==> src/rtl/layer_sequencer.sv <==
// Layer scheduler: walks a programmed list of conv/pool/dense layers and launches one engine at a time.
// Optional engine-wait watchdog, enabled by defining LAYER_SEQ_WDOG_EN.
`timescale 1ns/1ps
module layer_sequencer #(
  parameter int N_LAYERS = 8,   // must be >= 2 so cur_layer has at least one bit
  parameter int WDOG_W   = 20
) (
  input  logic                          clk,
  input  logic                          rst,
  input  logic                          run,
  input  logic                          abort,
  input  logic [$clog2(N_LAYERS+1)-1:0] n_layers,
  input  logic [2*N_LAYERS-1:0]         layer_types,
  input  logic                          conv_done,
  input  logic                          pool_done,
  input  logic                          dense_done,
  output logic                          conv_start,
  output logic                          pool_start,
  output logic                          dense_start,
  output logic [1:0]                    eng_sel,
  output logic [1:0]                    aybz_azby,
  output logic [$clog2(N_LAYERS)-1:0]   cur_layer,
  output logic                          busy,
  output logic                          seq_done,
  output logic                          err
);
  localparam int CNT_W = $clog2(N_LAYERS+1);
  localparam int IDX_W = $clog2(N_LAYERS);
  localparam logic [1:0] DIR_1TO2 = 2'b01;

  typedef enum logic [2:0] {S_IDLE, S_LAUNCH, S_WAIT, S_SWAP, S_FINISH} state_t;
  typedef enum logic [1:0] {ENG_CONV = 2'd0, ENG_POOL = 2'd1, ENG_DENSE = 2'd2, ENG_NONE = 2'd3} eng_t;

  state_t           state;
  eng_t             owner;
  eng_t             launch_eng;
  logic [1:0]       type_of [N_LAYERS];
  logic [CNT_W-1:0] n_eff;
  logic [IDX_W-1:0] next_idx;
  logic [IDX_W-1:0] launch_idx;
  logic             last_layer;
  logic             sel_done;
  logic             stray_done;
`ifdef LAYER_SEQ_WDOG_EN
  logic [WDOG_W-1:0] wdog_cnt;
  logic [WDOG_W-1:0] wdog_nxt;
  assign wdog_nxt = wdog_cnt + WDOG_W'(1);
`endif

  // One-hot start vector {dense, pool, conv}; a reserved type launches nothing.
  function automatic logic [2:0] start_vec(input eng_t e);
    start_vec = 3'b000;
    if (e != ENG_NONE) start_vec[e] = 1'b1;
  endfunction

  always_comb begin
    for (int i = 0; i < N_LAYERS; i++) type_of[i] = layer_types[2*i +: 2];
  end

  assign n_eff      = (n_layers > CNT_W'(N_LAYERS)) ? CNT_W'(N_LAYERS) : n_layers;
  assign next_idx   = cur_layer + IDX_W'(1);
  assign last_layer = (CNT_W'(cur_layer) + CNT_W'(1)) == n_eff;
  // The layer about to launch: layer 0 when leaving IDLE, the next layer when leaving SWAP.
  assign launch_idx = (state == S_IDLE) ? '0 : next_idx;
  assign launch_eng = eng_t'(type_of[launch_idx]);

  // NOTE: every signal gets a default before the case so no path leaves it unassigned (no latch).
  always_comb begin
    sel_done   = 1'b0;
    stray_done = 1'b0;
    case (owner)
      ENG_CONV:  begin sel_done = conv_done;  stray_done = pool_done | dense_done; end
      ENG_POOL:  begin sel_done = pool_done;  stray_done = conv_done | dense_done; end
      ENG_DENSE: begin sel_done = dense_done; stray_done = conv_done | pool_done;  end
      default:   ;
    endcase
  end

  assign eng_sel  = owner;
  assign busy     = (state != S_IDLE);
  assign seq_done = (state == S_FINISH);

  // NOTE: sequential state uses non-blocking assignments so every flop sees pre-edge values.
  always_ff @(posedge clk or posedge rst) begin
    if (rst) begin
      state       <= S_IDLE;
      owner       <= ENG_NONE;
      conv_start  <= 1'b0;
      pool_start  <= 1'b0;
      dense_start <= 1'b0;
      aybz_azby   <= DIR_1TO2;
      cur_layer   <= '0;
      err         <= 1'b0;
`ifdef LAYER_SEQ_WDOG_EN
      wdog_cnt    <= '0;
`endif
    end else begin
      {dense_start, pool_start, conv_start} <= 3'b000;
      if (abort) begin
        state <= S_IDLE;
        owner <= ENG_NONE;
      end else begin
        case (state)
          S_IDLE: begin
            if (run) begin
              err <= 1'b0;
              if (n_eff != '0) begin
                state     <= S_LAUNCH;
                cur_layer <= '0;
                aybz_azby <= DIR_1TO2;
                owner     <= launch_eng;
                {dense_start, pool_start, conv_start} <= start_vec(launch_eng);
              end else begin
                state <= S_FINISH;
              end
            end
          end
          S_LAUNCH: begin
            if (owner == ENG_NONE) begin
              err   <= 1'b1;
              state <= S_IDLE;
            end else begin
              state <= S_WAIT;
`ifdef LAYER_SEQ_WDOG_EN
              wdog_cnt <= '0;
`endif
            end
          end
          S_WAIT: begin
            if (stray_done) err <= 1'b1;
            if (sel_done) begin
              state <= S_SWAP;
              owner <= ENG_NONE;
            end
`ifdef LAYER_SEQ_WDOG_EN
            // Timeout fires on the edge where the count reaches all-ones.
            else if (wdog_nxt == '1) begin
              err   <= 1'b1;
              owner <= ENG_NONE;
              state <= S_IDLE;
            end else begin
              wdog_cnt <= wdog_nxt;
            end
`endif
          end
          S_SWAP: begin
            aybz_azby <= ~aybz_azby;
            if (last_layer) begin
              state <= S_FINISH;
            end else begin
              state     <= S_LAUNCH;
              cur_layer <= next_idx;
              owner     <= launch_eng;
              {dense_start, pool_start, conv_start} <= start_vec(launch_eng);
            end
          end
          S_FINISH: state <= S_IDLE;
          default:  state <= S_IDLE;
        endcase
      end
    end
  end
endmodule

==> config.mk <==
export PLATFORM = sky130hd
export DESIGN_NAME = layer_sequencer
export DESIGN_NICKNAME = d
export VERILOG_FILES = /design/src/rtl/layer_sequencer.sv
export SDC_FILE = /design/constraint.sdc
export NUM_CORES = 1
export LEC_CHECK = 0
export CELL_PAD_IN_SITES_DETAIL_PLACEMENT = 1
export CELL_PAD_IN_SITES_GLOBAL_PLACEMENT = 2
export CORE_MARGIN = 3
export CORE_UTILIZATION = 26
export CTS_BUF_LIST = sky130_fd_sc_hd__clkbuf_4
export CTS_CLUSTER_SIZE = 24
export DETAILED_ROUTE_END_ITERATION = 10
export PLACE_DENSITY = 0.83
export REMOVE_ABC_BUFFERS = 1
export SYNTH_ARGS = -nofsm -noshare
export SYNTH_HDL_FRONTEND = slang
export SYNTH_SLANG_ARGS = --single-unit
==> constraint.sdc <==
create_clock -name clk -period 2.3 [get_ports clk]
set_input_delay 0.345 -clock clk [delete_from_list [all_inputs] [get_ports clk]]
set_output_delay 0.345 -clock clk [all_outputs]
set_load 0.005 [all_outputs]
==> summary.md <==
| Metric | Value |
|---|---|
| Synth Area in Adders | 5.73% |
| Cell Area, Placed | 1580 um^2 |
| Core area | 3850 um^2 |
| Rel. slew slack | 64.3% |
| Top_reg_cell synth | dfrtp_1 |
| Status | complete, no violations |
| Die area | 5010 um^2 |
| RSZ-0062 raised after global routing | no |
| Ant. Diodes | 0 |
| Clk_lat worst skew | 0.28 ns |
| Startpoint Class | flop |
| Share of Yosys cell area claimed by the top area cell type | 25.2% |
| Maximum achievable frequency | 463 MHz |
| Synth Register Bits | 14 |
| Worst reg2reg path endpoint | cur_layer[2] |
| Most common cell after layout, fill and taps aside | clkdlybuf4s50_1 |
| Final Setup Violations | 0 |
| R2r startpoint | cur_layer[1] |
| H-Tree Depth | 1 |
| Worst Tran Pin Value | 0.535 ns |
| # rows | 22 |
| CTS tree | built |
| Fraction of layout cells with a size suffix above 1 | 13.5% |
| Quantity of hold-fixing buffers added after cts | 0 |
| Clock-pin slew on the worst setup and hold paths | 0.08 ns |
| Syn Area/Cell | 9.42 um^2 |
| Post-Syn Instances | 116 |
| Fin crit period | 2.16 ns |
| Synth Area in Simple Gates | 21.8% |
| Commonest non-fill, non-tap cells in the layout | clkdlybuf4s50_1, nor2_1, dfrtp_1 |
| Buffers inserted by post-CTS timing repair | 0 |
| First-pass GRT wire length | 5330 um |
| FFs w/ async S/R, synth | 100% |
| Largest net degree at the start of global routing | 15 |
| Crit path DAT | 2.32 ns |
| Synthesis Warnings | 0 |
| Dpl hpwl | 2590 um |
| Slowest CP cell | dfrtp_1 |
| Synth Area in Compound Gates | 21.5% |
| Fillers | 453 |
| Post-DR vias/cell | 5.17 |
| Drt initial violations | 42 |
| Skew final | 0.00569 ns |
| Max Transition Viols Final | 0 |
| Crit path kind | reg2reg |
| WP data required | 2.46 ns |
| Post-CTS Resized | 0 |
| Die width | 70.8 um |
| WL per Instance | 14.8 um |
| Max incr delay on CP | 0.42 ns |
| Post-route cell area | 1610 um^2 |
| Port Buffers | 39 |
| Synth Cell Area | 1090 um^2 |
| Max cap viols | 0 |
| Residual DRC count | 0 |
| Fin crit share | 93.8% |
| TNS Setup | 0 ns |
| CP Max Fanout | 7 |
| Post-synthesis xor/xnor area fraction | 2.41% |
| Vias | 1,090 |
| Initial Util | 28.3% |
| Peak VDD IR | 0.136 mV |
| Ports | 40 |
| WP buf/inv | 0 |
| DRT Pass-1 Iters | 4 |
| RePlAce Congestion | 0.793 |
| Num CTS Buffers | 3 |
| Chip height | 70.8 um |
| Crit path max-delay family | compound AO/OA/AOI/OAI gates |
| HP Class | in2async |
| Initial antenna violation count | 0 |
| Worst R2R Path Depth | 6 |
| Hold Fails Final Rpt | 0 |
| Multiplexer share of the synthesized area | 12.4% |
| DRT antenna net count | 0 |
| Seq/Total Area, Yosys | 32.4% |
| Synth unique cells | 46 |
| Crit-path cells | ha_1 -> xor2_1 -> nor3_1 -> o32a_4 -> o22a_2 -> a221o_1 |
| Synth area leaders | dfrtp_1, dfstp_2, ha_1 |
| # clock sinks | 14 |
| Final nets | 196 |
| Routed Wire Length | 3120 um |
| Vias in the first global route | 1,172 |
| Leakage | 0.683 nW |
| Root buf cell | clkbuf_4 |
| Total GRT Usage | 13.0% |
| PwrDens | 428 nW/um^2 |
| Cell taking the most area after synthesis | dfrtp_1 |
| Global route overflow | 0 |
| Area grow syn2layout | 47.5% |
| Main combinational cell family by area after synthesis | simple AND/OR/NAND/NOR gates |
| Setup crit end kind | flop |
| Post-synth EDFFs | 0 |
| FF-to-FF setup slack | 0.14 ns |
| CTS Buffer Depth | 2 |
synthesized netlist by cell type (3+ instances only):
cell and number:
nand2_1 7, a21oi_1 4, dfstp_2 3, o21ai_0 4
dfrtp_1 11, inv_1 7, mux2i_1 6, nand2b_1 3
xor2_1 3, nor2_1 11, nand3_1 3, nor3_1 7
ha_1 5
per-stage QoR:
stage	instances	hold slack, ns	utilization, %	total power, mW	setup slack [ns]
2_1_floorplan	113	0.232	-	0.423	0.157
3_3_place_gp	207	0.463	41.0	0.549	0.107
3_5_place_dp	207	0.481	41.0	0.558	0.0105
4_1_cts	211	0.446	41.7	0.700	0.0449
5_1_grt	211	0.477	41.8	0.738	0.0295
6_report	211	0.423	41.8	0.690	0.142
logic make-up (layout without fill, tap and decap cells):
group	count (synthesis)	in the layout
xor+xnor	3	3
mux	10	10
simple gates	44	44
buf+inv	10	57
flops	14	14
fa+ha+maj	5	5
compound gates	30	30
cell type report:
cell class,count,area [um^2],area share (%)
clock inverter,1,3.75,0.233
inverter,7,26.3,1.63
clock buffer,3,22.5,1.40
timing repair buffer,46,443,27.5
tap,48,60.1,3.73
multi-input combinational,92,702,43.6
sequential,14,354,22.0
worst reg2reg max path, cell delays in order, from the launching register on:
cell	delay, ns
dfrtp_1	0.42
ha_1	0.30
xor2_1	0.21
nor3_1	0.08
o32a_4	0.42
o22a_2	0.30
a221o_1	0.31
routing by layer:
layer / GRT usage (%) / wire length (um) / vias to the layer above / part of all wire (%)
li1: - / - / 531 / -
met1: 16.4 / 1400 / 517 / 45
met2: 21.9 / 1490 / 37 / 48
met3: 3.27 / 189 / 5 / 6.1
met4: 3.76 / 39 / 0 / 1.3
met5: 0 / 0 / - / 0
registers in the layout, indices dropped and copies added (netlist names):
signal	count
cur_layer	3
state	3
aybz_azby	2
eng_sel	2
conv_start	1
dense_start	1
err	1
pool_start	1
worst max-delay path by stage:
stage / start / endpoint / cells after the start
3_3_place_gp: n_layers[2] / cur_layer[2] / 6
5_1_grt: cur_layer[1] / cur_layer[2] / 6
6_report: cur_layer[1] / cur_layer[2] / 6
2_1_floorplan: cur_layer[0] / cur_layer[2] / 6
3_5_place_dp: n_layers[3] / pool_start / 6
4_1_cts: state[2] / busy / 3
power by group:
| group | switching (mW) | total, mW | internal, mW |
|---|---|---|---|
| Combinational | 0.120 | 0.268 | 0.148 |
| Sequential | 0.0141 | 0.283 | 0.269 |
| Clock | 0.0759 | 0.139 | 0.0629 |
| Total | 0.210 | 0.690 | 0.480 |
Power figures use the tool's default switching activity.
